$ cat config.mk
export PLATFORM = sky130hd
export DESIGN_NAME = attendance_tracker
export DESIGN_NICKNAME = d
export VERILOG_FILES = /design/src/rtl/attendance_pkg.sv /design/src/rtl/attendance_id_table.sv /design/src/rtl/attendance_tracker.sv
export SDC_FILE = /design/constraint.sdc
export NUM_CORES = 1
export LEC_CHECK = 0
export ABC_AREA = 1
export BUFFER_PORTS_ARGS = -buffer_cell sky130_fd_sc_hd__buf_2
export CAP_MARGIN = 5
export CORE_MARGIN = 4
export CORE_UTILIZATION = 45
export CTS_BUF_LIST = sky130_fd_sc_hd__clkbuf_16
export CTS_CLUSTER_DIAMETER = 100
export DETAILED_ROUTE_END_ITERATION = 8
export PLACE_DENSITY_LB_ADDON = 0.3
export SLEW_MARGIN = 20
export SYNTH_ARGS = -nofsm -noshare
export SYNTH_HDL_FRONTEND = slang
export SYNTH_SLANG_ARGS = --single-unit
$ cat constraint.sdc
create_clock -name clk -period 2.4 [get_ports clk]
set_input_delay 0.36 -clock clk [delete_from_list [all_inputs] [get_ports clk]]
set_output_delay 0.36 -clock clk [all_outputs]
set_load 0.1 [all_outputs]
$ cat src/rtl/attendance_pkg.sv
// rtl/attendance_pkg.sv - shared FSM state type, reserved ID and default table contents
package attendance_pkg;

    typedef enum logic [1:0] {
        IDLE   = 2'd0,
        SEARCH = 2'd1,
        RESP   = 2'd2
    } state_e;

    localparam int RESERVED_ID = 0;

    // Slot i holds employee ID i+1 after reset, so ID 0 is never a default entry.
    function automatic int default_id(input int slot);
        return slot + 1;
    endfunction

endpackage

$ cat src/rtl/attendance_id_table.sv
// rtl/attendance_id_table.sv - employee ID registers with enroll write port and indexed read (writable only with ENROLL_EN)
module attendance_id_table
    import attendance_pkg::*;
#(
    parameter int ID_W    = 3,
    parameter int NUM_EMP = 3,
    parameter int IDX_W   = (NUM_EMP > 1) ? $clog2(NUM_EMP) : 1
) (
    input  logic             clk_i,
    input  logic             rst_i,
    input  logic             wr_en_i,
    input  logic [IDX_W-1:0] wr_slot_i,
    input  logic [ID_W-1:0]  wr_id_i,
    input  logic [IDX_W-1:0] rd_idx_i,
    output logic [ID_W-1:0]  rd_id_o
);

`ifdef ENROLL_EN
    logic [ID_W-1:0] ids_q [NUM_EMP];

    always_ff @(posedge clk_i) begin
        if (rst_i) begin
            for (int i = 0; i < NUM_EMP; i++) begin
                ids_q[i] <= ID_W'(default_id(i));
            end
        end else if (wr_en_i) begin
            ids_q[wr_slot_i] <= wr_id_i;
        end
    end

    assign rd_id_o = ids_q[rd_idx_i];
`else
    // Table is frozen at its reset contents; write port and clock are sunk.
    logic [ID_W-1:0] ids_c [NUM_EMP];
    logic            unused_wr;

    for (genvar g = 0; g < NUM_EMP; g++) begin : g_const
        assign ids_c[g] = ID_W'(default_id(g));
    end

    assign unused_wr = ^{clk_i, rst_i, wr_en_i, wr_slot_i, wr_id_i};
    assign rd_id_o   = ids_c[rd_idx_i];
`endif

endmodule

$ cat src/rtl/attendance_tracker.sv
// rtl/attendance_tracker.sv - fingerprint attendance tracker: sequential ID search, per-day attended flags (ENROLL_EN enables enrollment)
module attendance_tracker
    import attendance_pkg::*;
#(
    parameter int ID_W    = 3,
    parameter int NUM_EMP = 3,
    parameter int CNT_W   = $clog2(NUM_EMP + 1),
    parameter int IDX_W   = (NUM_EMP > 1) ? $clog2(NUM_EMP) : 1
) (
    input  logic             clk,
    input  logic             rst,
    input  logic             scan_valid,
    input  logic [ID_W-1:0]  scan_id,
    output logic             scan_ready,
    input  logic             on_time,
    input  logic             day_clear,
    input  logic             enroll_valid,
    input  logic [IDX_W-1:0] enroll_slot,
    input  logic [ID_W-1:0]  enroll_id,
    output logic             result_valid,
    output logic             accepted,
    output logic             already_attended,
    output logic [IDX_W-1:0] emp_idx,
    output logic [CNT_W-1:0] attend_count
);

`ifdef ENROLL_EN
    localparam bit ENROLL_ON = 1'b1;
`else
    localparam bit ENROLL_ON = 1'b0;
`endif

    localparam logic [IDX_W-1:0] LAST_IDX = IDX_W'(NUM_EMP - 1);
    localparam logic [CNT_W-1:0] MAX_CNT  = CNT_W'(NUM_EMP);

    state_e             state_q;
    logic [IDX_W-1:0]   idx_q;
    logic [ID_W-1:0]    cap_id_q;
    logic               cap_on_time_q;
    logic [NUM_EMP-1:0] attended_q;
    logic [CNT_W-1:0]   count_q;
    logic               result_valid_q;
    logic               accepted_q;
    logic               already_q;
    logic [IDX_W-1:0]   emp_idx_q;

    logic [ID_W-1:0]    rd_id;
    logic               enroll_fire;
    logic               hit;
    logic               att_now;

    assign enroll_fire = ENROLL_ON && enroll_valid && (state_q == IDLE) && (enroll_slot <= LAST_IDX);
    assign hit         = (cap_id_q != ID_W'(RESERVED_ID)) && (rd_id == cap_id_q);
    // A clear landing on the deciding cycle makes the employee look unmarked.
    assign att_now     = attended_q[idx_q] && !day_clear;

    attendance_id_table #(
        .ID_W    (ID_W),
        .NUM_EMP (NUM_EMP),
        .IDX_W   (IDX_W)
    ) u_id_table (
        .clk_i     (clk),
        .rst_i     (rst),
        .wr_en_i   (enroll_fire),
        .wr_slot_i (enroll_slot),
        .wr_id_i   (enroll_id),
        .rd_idx_i  (idx_q),
        .rd_id_o   (rd_id)
    );

    always_ff @(posedge clk) begin
        if (rst) begin
            state_q        <= IDLE;
            idx_q          <= '0;
            cap_id_q       <= '0;
            cap_on_time_q  <= 1'b0;
            attended_q     <= '0;
            count_q        <= '0;
            result_valid_q <= 1'b0;
            accepted_q     <= 1'b0;
            already_q      <= 1'b0;
            emp_idx_q      <= '0;
        end else begin
            case (state_q)
                IDLE: begin
                    if (scan_valid) begin
                        cap_id_q      <= scan_id;
                        cap_on_time_q <= on_time;
                        idx_q         <= '0;
                        state_q       <= SEARCH;
                    end
                end
                SEARCH: begin
                    if (hit || (idx_q == LAST_IDX)) begin
                        state_q        <= RESP;
                        result_valid_q <= 1'b1;
                        accepted_q     <= hit && !att_now && cap_on_time_q;
                        already_q      <= hit && att_now;
                        emp_idx_q      <= hit ? idx_q : '0;
                    end else begin
                        idx_q <= idx_q + 1'b1;
                    end
                end
                RESP: begin
                    state_q        <= IDLE;
                    result_valid_q <= 1'b0;
                    accepted_q     <= 1'b0;
                    already_q      <= 1'b0;
                    emp_idx_q      <= '0;
                    if (accepted_q) begin
                        attended_q[emp_idx_q] <= 1'b1;
                        if (count_q < MAX_CNT) begin
                            count_q <= count_q + 1'b1;
                        end
                    end
                end
                default: state_q <= IDLE;
            endcase

            // Re-enrolling a slot forgets today's mark for it.
            if (enroll_fire && attended_q[enroll_slot]) begin
                attended_q[enroll_slot] <= 1'b0;
                if (count_q != '0) begin
                    count_q <= count_q - 1'b1;
                end
            end

            if (day_clear) begin
                attended_q <= '0;
                count_q    <= '0;
            end
        end
    end

    assign scan_ready       = (state_q == IDLE);
    assign result_valid     = result_valid_q;
    assign accepted         = accepted_q;
    assign already_attended = already_q;
    assign emp_idx          = emp_idx_q;
    assign attend_count     = count_q;

endmodule

# After elaboration in Yosys (flattened, before gate mapping)
# Cells that the tools add are included.
word_totals:
  register_bits: 18
  in_bits: 14
  output_inout_bits: 8
  wordCells: 68
classes:
  n_eq_ne: 7
  n_reduce_logical: 20
  n_bitwise: 2
  muxes: 22
  add_sub_neg: 2
  magnitude_cmp: 5
op_table:
  columns: ["operator", "n"]
  rows:
  - ["2-to-1 mux 2 bit", 6]
  - ["one-hot mux 2 bit (2 select lines)", 3]
  - ["AND reduction 2 bit", 4]
  - ["binary-select mux 3 bit (select 2 bit)", 1]
  - ["logical AND 1 bit", 6]
  - ["less-than comparator 2 x 3 -> 1 bit, second input constant", 2]
  - ["2-to-1 mux 3 bit", 2]
  - ["inequality test 2 bit, second input constant", 3]
  - ["one-hot mux 1 bit (2 select lines)", 3]
  - ["AND reduction 3 bit", 2]
  - ["2-to-1 mux 1 bit", 5]
  - ["adder 2 x 1 -> 2 bit, second input constant", 2]
  - ["equality test 2 bit, second input constant", 2]
  - ["nonzero test 2 bit", 2]
  - ["equality test 3 bit", 1]
  - ["greater-or-equal comparator 3 bit, second input constant", 1]
  - ["NOT 2 -> 3 bit", 1]
  - ["OR 3 bit", 1]
  - ["nonzero test 3 bit", 1]
  - ["binary-select mux 1 bit (select 2 bit)", 1]
  - ["demux 1 bit (select 2 bit)", 1]
  - ["equality test 2 x 1 -> 1 bit, second input constant", 1]
  - ["greater-or-equal comparator 2 x 1 -> 1 bit, second input constant", 1]
  - ["zero test 1 bit", 2]
  - ["other kinds (4)", 4]

# Longest topological paths before layout
logic_depth:
  ltp_word: 10
  depth_mapped: 12
  ltp_nobuf: 12

# Cells and area by module
# Synthesis repeated with hierarchy kept, for this count alone.
unflattened:
  cells_unflattened: 125
  area_unflattened_um2: 927.1
modules_own_cells:
  columns: ["module", "cells_per_inst", "n_inst", "seq_area_each_um2", "area_per_inst_um2"]
  rows:
  - ["attendance_tracker", 116, 1, 360.3, 872.1]
  - ["attendance_id_table", 9, 1, 0.0, 55.1]

# Worst setup path after synthesis
# Ideal clock, no wire load.
synth_path:
  kind: "register -> register"
  from: "reg state_q[0]"
  to: "reg idx_q[1]"
  synth_period_minus_slack_ns: 2.365
  setup_time_ns: 0.111
  required_time_ns: 2.289
  arrival_ns: 2.255
  path_buffers: 0
  path_stages_with_launch: 7
  slack_ns: 0.035
  path_cell_list: "dfxtp_1 -> nor2_1 -> nand2_2 -> nand2_2 -> inv_2 -> nor2_2 -> nor2_2"
synth_between:
  elab_chain_cells: 3
  elab_cells_between_ends: 7
  cone_classes: "3 x eq/ne; 1 x mux; 3 x reduce/logical"
synth_lines:
  columns: ["item", "line", "rtl"]
  rows:
  - ["start, declared", "attendance_tracker.sv:36", "state_e state_q;"]
  - ["start signal, assigned", "attendance_tracker.sv:73", "state_q <= IDLE;"]
  - ["start signal, assigned", "attendance_tracker.sv:90", "state_q <= SEARCH;"]
  - ["start signal, assigned", "attendance_tracker.sv:95", "state_q <= RESP;"]
  - ["zero test 2 bit (*)", null, null]
  - ["via scan_ready", "attendance_tracker.sv:14", "output logic scan_ready,"]
  - ["inequality test 2 bit (no source line) / nonzero test 2 bit (equally long branches)", null, null]
  - ["AND reduction 3 bit (no source line)", null, null]
  - ["end signal, assigned", "attendance_tracker.sv:101", "idx_q <= idx_q + 1'b1;"]
  - ["end, declared", "attendance_tracker.sv:37", "logic [IDX_W-1:0] idx_q;"]
# Mark *: on every way through the listed nets, which the timed path passes. The rest lies on a longest branch.
# A chain may end at the register's enable or synchronous reset.

# Worst setup path after layout
layout_path:
  from: "reg idx_q[0]"
  to: "reg already_q, in the netlist already_attended"
layout_between:
  elab_chain_cells: 9
  elab_cells_between_ends: 16
  cone_classes: "3 x eq/ne; 7 x mux; 1 x bitwise; 5 x reduce/logical"
layout_lines:
  columns: ["item", "line", "rtl"]
  rows:
  - ["NOT 2 -> 3 bit (implied by the code)", "attendance_id_table.sv:42", "assign rd_id_o = ids_c[rd_idx_i];"]
  - ["binary-select mux 3 bit (select 2 bit)", "attendance_id_table.sv:42", null]
  - ["2-to-1 mux 3 bit (implied by the code) (2 in series)", "attendance_id_table.sv:42", null]
  - ["equality test 3 bit", "attendance_tracker.sv:53", "assign hit = (cap_id_q != ID_W'(RESERVED_ID)) && (rd_id == cap_id_q);"]
  - ["logical AND 1 bit", "attendance_tracker.sv:53", null]
  - ["logical AND 1 bit / logical OR 1 bit (equally long branches)", "attendance_tracker.sv:98, attendance_tracker.sv:94", null]
  - ["2-to-1 mux 1 bit / inequality test 2 bit (equally long branches)", null, null]
  - ["one-hot mux 1 bit (2 select lines) / AND reduction 2 bit (equally long branches)", null, null]
  - ["end signal, assigned", "attendance_tracker.sv:98", "already_q <= hit && att_now;"]
  - ["end, declared", "attendance_tracker.sv:44", "logic already_q;"]
# Parallel ways exist; a longest one is shown, timed or not. The select of a mux whose other input is x is not followed.

==> results.sh <==
export IMPL_status="complete, no violations"
export IMPL_arrival_ns=1.79
export IMPL_wl_mm=1.72
export IMPL_clockBufferDepth=2
export IMPL_p_total_w=0.000829
export IMPL_gp_congestion=0.793
export IMPL_cts_setup_buffers=0
export IMPL_leakagePower_nw=0.461
export IMPL_utilization_pct=58.0
export IMPL_final_nets=148
export IMPL_hold_buffers=0
export IMPL_syn_area_um2=847
export IMPL_drive_gt1_share_pct=27.9
export IMPL_slew_headroom_pct=67.8
export IMPL_start_kind="register"
export IMPL_netlist_instances=112
export IMPL_syn_area_per_cell_um2=7.56
export IMPL_tns_ns=0
export IMPL_tightest_slew_ns=0.487
export IMPL_grt_pass1_vias=695
export IMPL_synth_distinct_cells=20
export IMPL_placedCellCount=151
export IMPL_worstSetupPathType="reg -> reg"
export IMPL_clock_skew_ns=0.000904
export IMPL_async_flop_share_pct=0
export IMPL_ys_seq_elements=18
export IMPL_coreArea_um2=1760
export IMPL_clk_pin_slew_ns=0.05
export IMPL_ant_nets=0
export IMPL_r2r_start="idx_q[0]$_SDFFE_PP0P_"
export IMPL_r2r_cells=10
export IMPL_drtIter0Drc=5
export IMPL_ys_seq_area_share_pct=42.5
export IMPL_vdd_ir_drop_max_mv=0.479
export IMPL_setup_viol=0
export IMPL_synth_ff_type="dfxtp_1"
export IMPL_p_per_area_nw_per_um2=810
export IMPL_fin_cells=154
export IMPL_worst_ep_required_time_ns=2.57
export IMPL_grtUsageTotal_pct=15.1
export IMPL_cts_sinks=18
export IMPL_die_area_um2=2640
export IMPL_whs_ns=0.349
export IMPL_fin_crit_ns=1.62
export IMPL_drv_slew=0
export IMPL_clk_latency_ns=0.25
export IMPL_first_pass_iters=4
export IMPL_maxCapViolCount=0
export IMPL_start_util_pct=48.0
export IMPL_hold_depth=3
export IMPL_fp_dieW_um=51.4
export IMPL_finalHoldViolCount=0
export IMPL_overflow=0
export IMPL_top_level_ports=22
export IMPL_antenna_found_initial=0
export IMPL_yosysWarnings=0
export IMPL_grt_pass1_wl_mm=2.94
export IMPL_diodes=0
export IMPL_syn_num_nets=129
export IMPL_rrSetupSlack_ns=0.78
export IMPL_endpoint_kind="register"
export IMPL_cts_buffers=3
export IMPL_io_buffers=15
export IMPL_worstHoldEndpoint="cap_id_q[1]$_SDFFE_PP0P_"
export IMPL_worstHoldPathType="in -> reg"
export IMPL_clockRootBuffer="clkbuf_16"
export IMPL_synth_edf_count=0
export IMPL_cts_resized_gates=0
export IMPL_min_period_over_period_pct=67.5
export IMPL_viasPerCell=4.84
export IMPL_crit_fanout=6
export IMPL_rsz0062_at_grt="no"
export IMPL_drcViolationCount=0
export IMPL_fp_dieH_um=51.4
export IMPL_hpwl_mm=1.34
export IMPL_htree_levels=1
export IMPL_area_growth_pct=20.8
export IMPL_num_vias=745
export IMPL_tritoncts="done"
export IMPL_timing_rr_end="already_attended$_SDFFE_PP0P_"
export IMPL_max_freq_ghz=0.618
export IMPL_min_from="scan_id[1]"
export IMPL_grt_max_degree=10
export IMPL_wl_per_cell_um=11.2
export IMPL_num_rows=15
logic make-up (layout without fill, tap and decap cells):
| kind of cell | count (synthesis) | in the layout | synth area share (%) |
|---|---|---|---|
| AO/OA/AOI/OAI | 19 | 19 | 12.0 |
| flip-flops | 18 | 18 | 42.5 |
| AND/OR/NAND/NOR | 55 | 55 | 33.4 |
| buffers and inverters | 17 | 34 | 7.68 |
| adder cells (fa/ha/maj) | 3 | 3 | 4.43 |
worst max-delay path by stage:
stage | start | to | slack [ns] | depth (start not counted)
after CTS | idx_q[1]$_SDFFE_PP0P_ | idx_q[1]$_SDFFE_PP0P_ | 0.79 | 11
after detailed placement | idx_q[0]$_SDFFE_PP0P_ | idx_q[1]$_SDFFE_PP0P_ | 0.83 | 11
after global routing | idx_q[1]$_SDFFE_PP0P_ | emp_idx[0]$_SDFFE_PP0P_ | 0.68 | 10
final | idx_q[0]$_SDFFE_PP0P_ | already_attended$_SDFFE_PP0P_ | 0.78 | 10
after global placement | idx_q[1]$_SDFFE_PP0P_ | idx_q[1]$_SDFFE_PP0P_ | 0.86 | 11
after floorplan | state_q[0]$_SDFFE_PP0P_ | idx_q[1]$_SDFFE_PP0P_ | 0.03 | 6
cell usage after synthesis (2+ instances only):
cell type / instances / share of area (%)
nor2_2: 5 / 3.7
nor2_1: 15 / 6.6
nand2_1: 17 / 7.5
clkinv_1: 2 / 0.89
nand2_4: 3 / 4.0
ha_1: 3 / 4.4
nand3_2: 2 / 2.4
nand3_1: 8 / 4.7
inv_2: 4 / 1.8
o21ai_1: 6 / 3.5
nand2_2: 2 / 1.5
inv_1: 10 / 4.4
a21oi_1: 10 / 5.9
dfxtp_1: 18 / 43
a31oi_1: 2 / 1.5
area by class of cell:
class	instances	area, um2
clock buffers	3	75.1
inverters	16	60.1
well taps	25	31.3
flip-flops and latches	18	360
repair buffers	15	75.1
multi-input cells	77	422
fillers	174	741
worst max-delay path, cell delays in order, from the launching register on:
cell and delay, ns:
dfxtp_1 0.37, inv_2 0.09, ha_1 0.29, inv_1 0.06, a21oi_1 0.17, nor2_2 0.07, nand2_4 0.10, nand2_4 0.06
nand2_4 0.08, nand3_1 0.09, a21oi_1 0.16
layer usage:
| layer | track usage [%] | vias up | part of all wire (%) |
|---|---|---|---|
| met5 | 0 | - | 0 |
| met3 | 5.25 | 4 | 4.6 |
| met4 | 9.17 | 0 | 2.5 |
| met2 | 26.3 | 13 | 51 |
| met1 | 15.4 | 335 | 42 |
| li1 | - | 393 | - |
where the power goes:
group	switching, W	total [W]	internal, W
clock network	0.000103	0.000322	0.000219
logic	0.000127	0.000177	0.0000507
registers	0.0000129	0.000330	0.000317
through the flow:
step	worst slack, ns	instance area, um2
3_3_place_gp	0.863	948
3_5_place_dp	0.830	948
5_1_grt	0.681	1020
6_report	0.781	1020
4_1_cts	0.793	1020
2_1_floorplan	0.0348	847
state kept, by name, indices dropped and copies added, names as in the netlist:
register / flops
attend_count: 2
accepted: 1
result_valid: 1
attended_q: 3
cap_id_q: 3
idx_q: 2
already_attended: 1
emp_idx: 2
cap_on_time_q: 1
state_q: 2
placed cells by master (no fill, tap or decap):
master / netlist / routed
or2_1: 1 / 1
a31oi_1: 2 / 2
nor2_1: 15 / 15
o21ai_1: 6 / 6
inv_2: 4 / 4
nor2_2: 5 / 5
nor2_4: 1 / 1
dfxtp_1: 18 / 18
inv_1: 10 / 10
nand3_2: 2 / 2
a21oi_2: 1 / 1
clkbuf_16: 0 / 3
clkinv_1: 2 / 2
ha_1: 3 / 3
nand2_2: 2 / 2
nand2_4: 3 / 3
buf_2: 1 / 15
nand3_1: 8 / 8
nand2_1: 17 / 17
a21oi_1: 10 / 10
nor3b_1: 1 / 1
No activity file was read; power rests on OpenSTA's default activity.
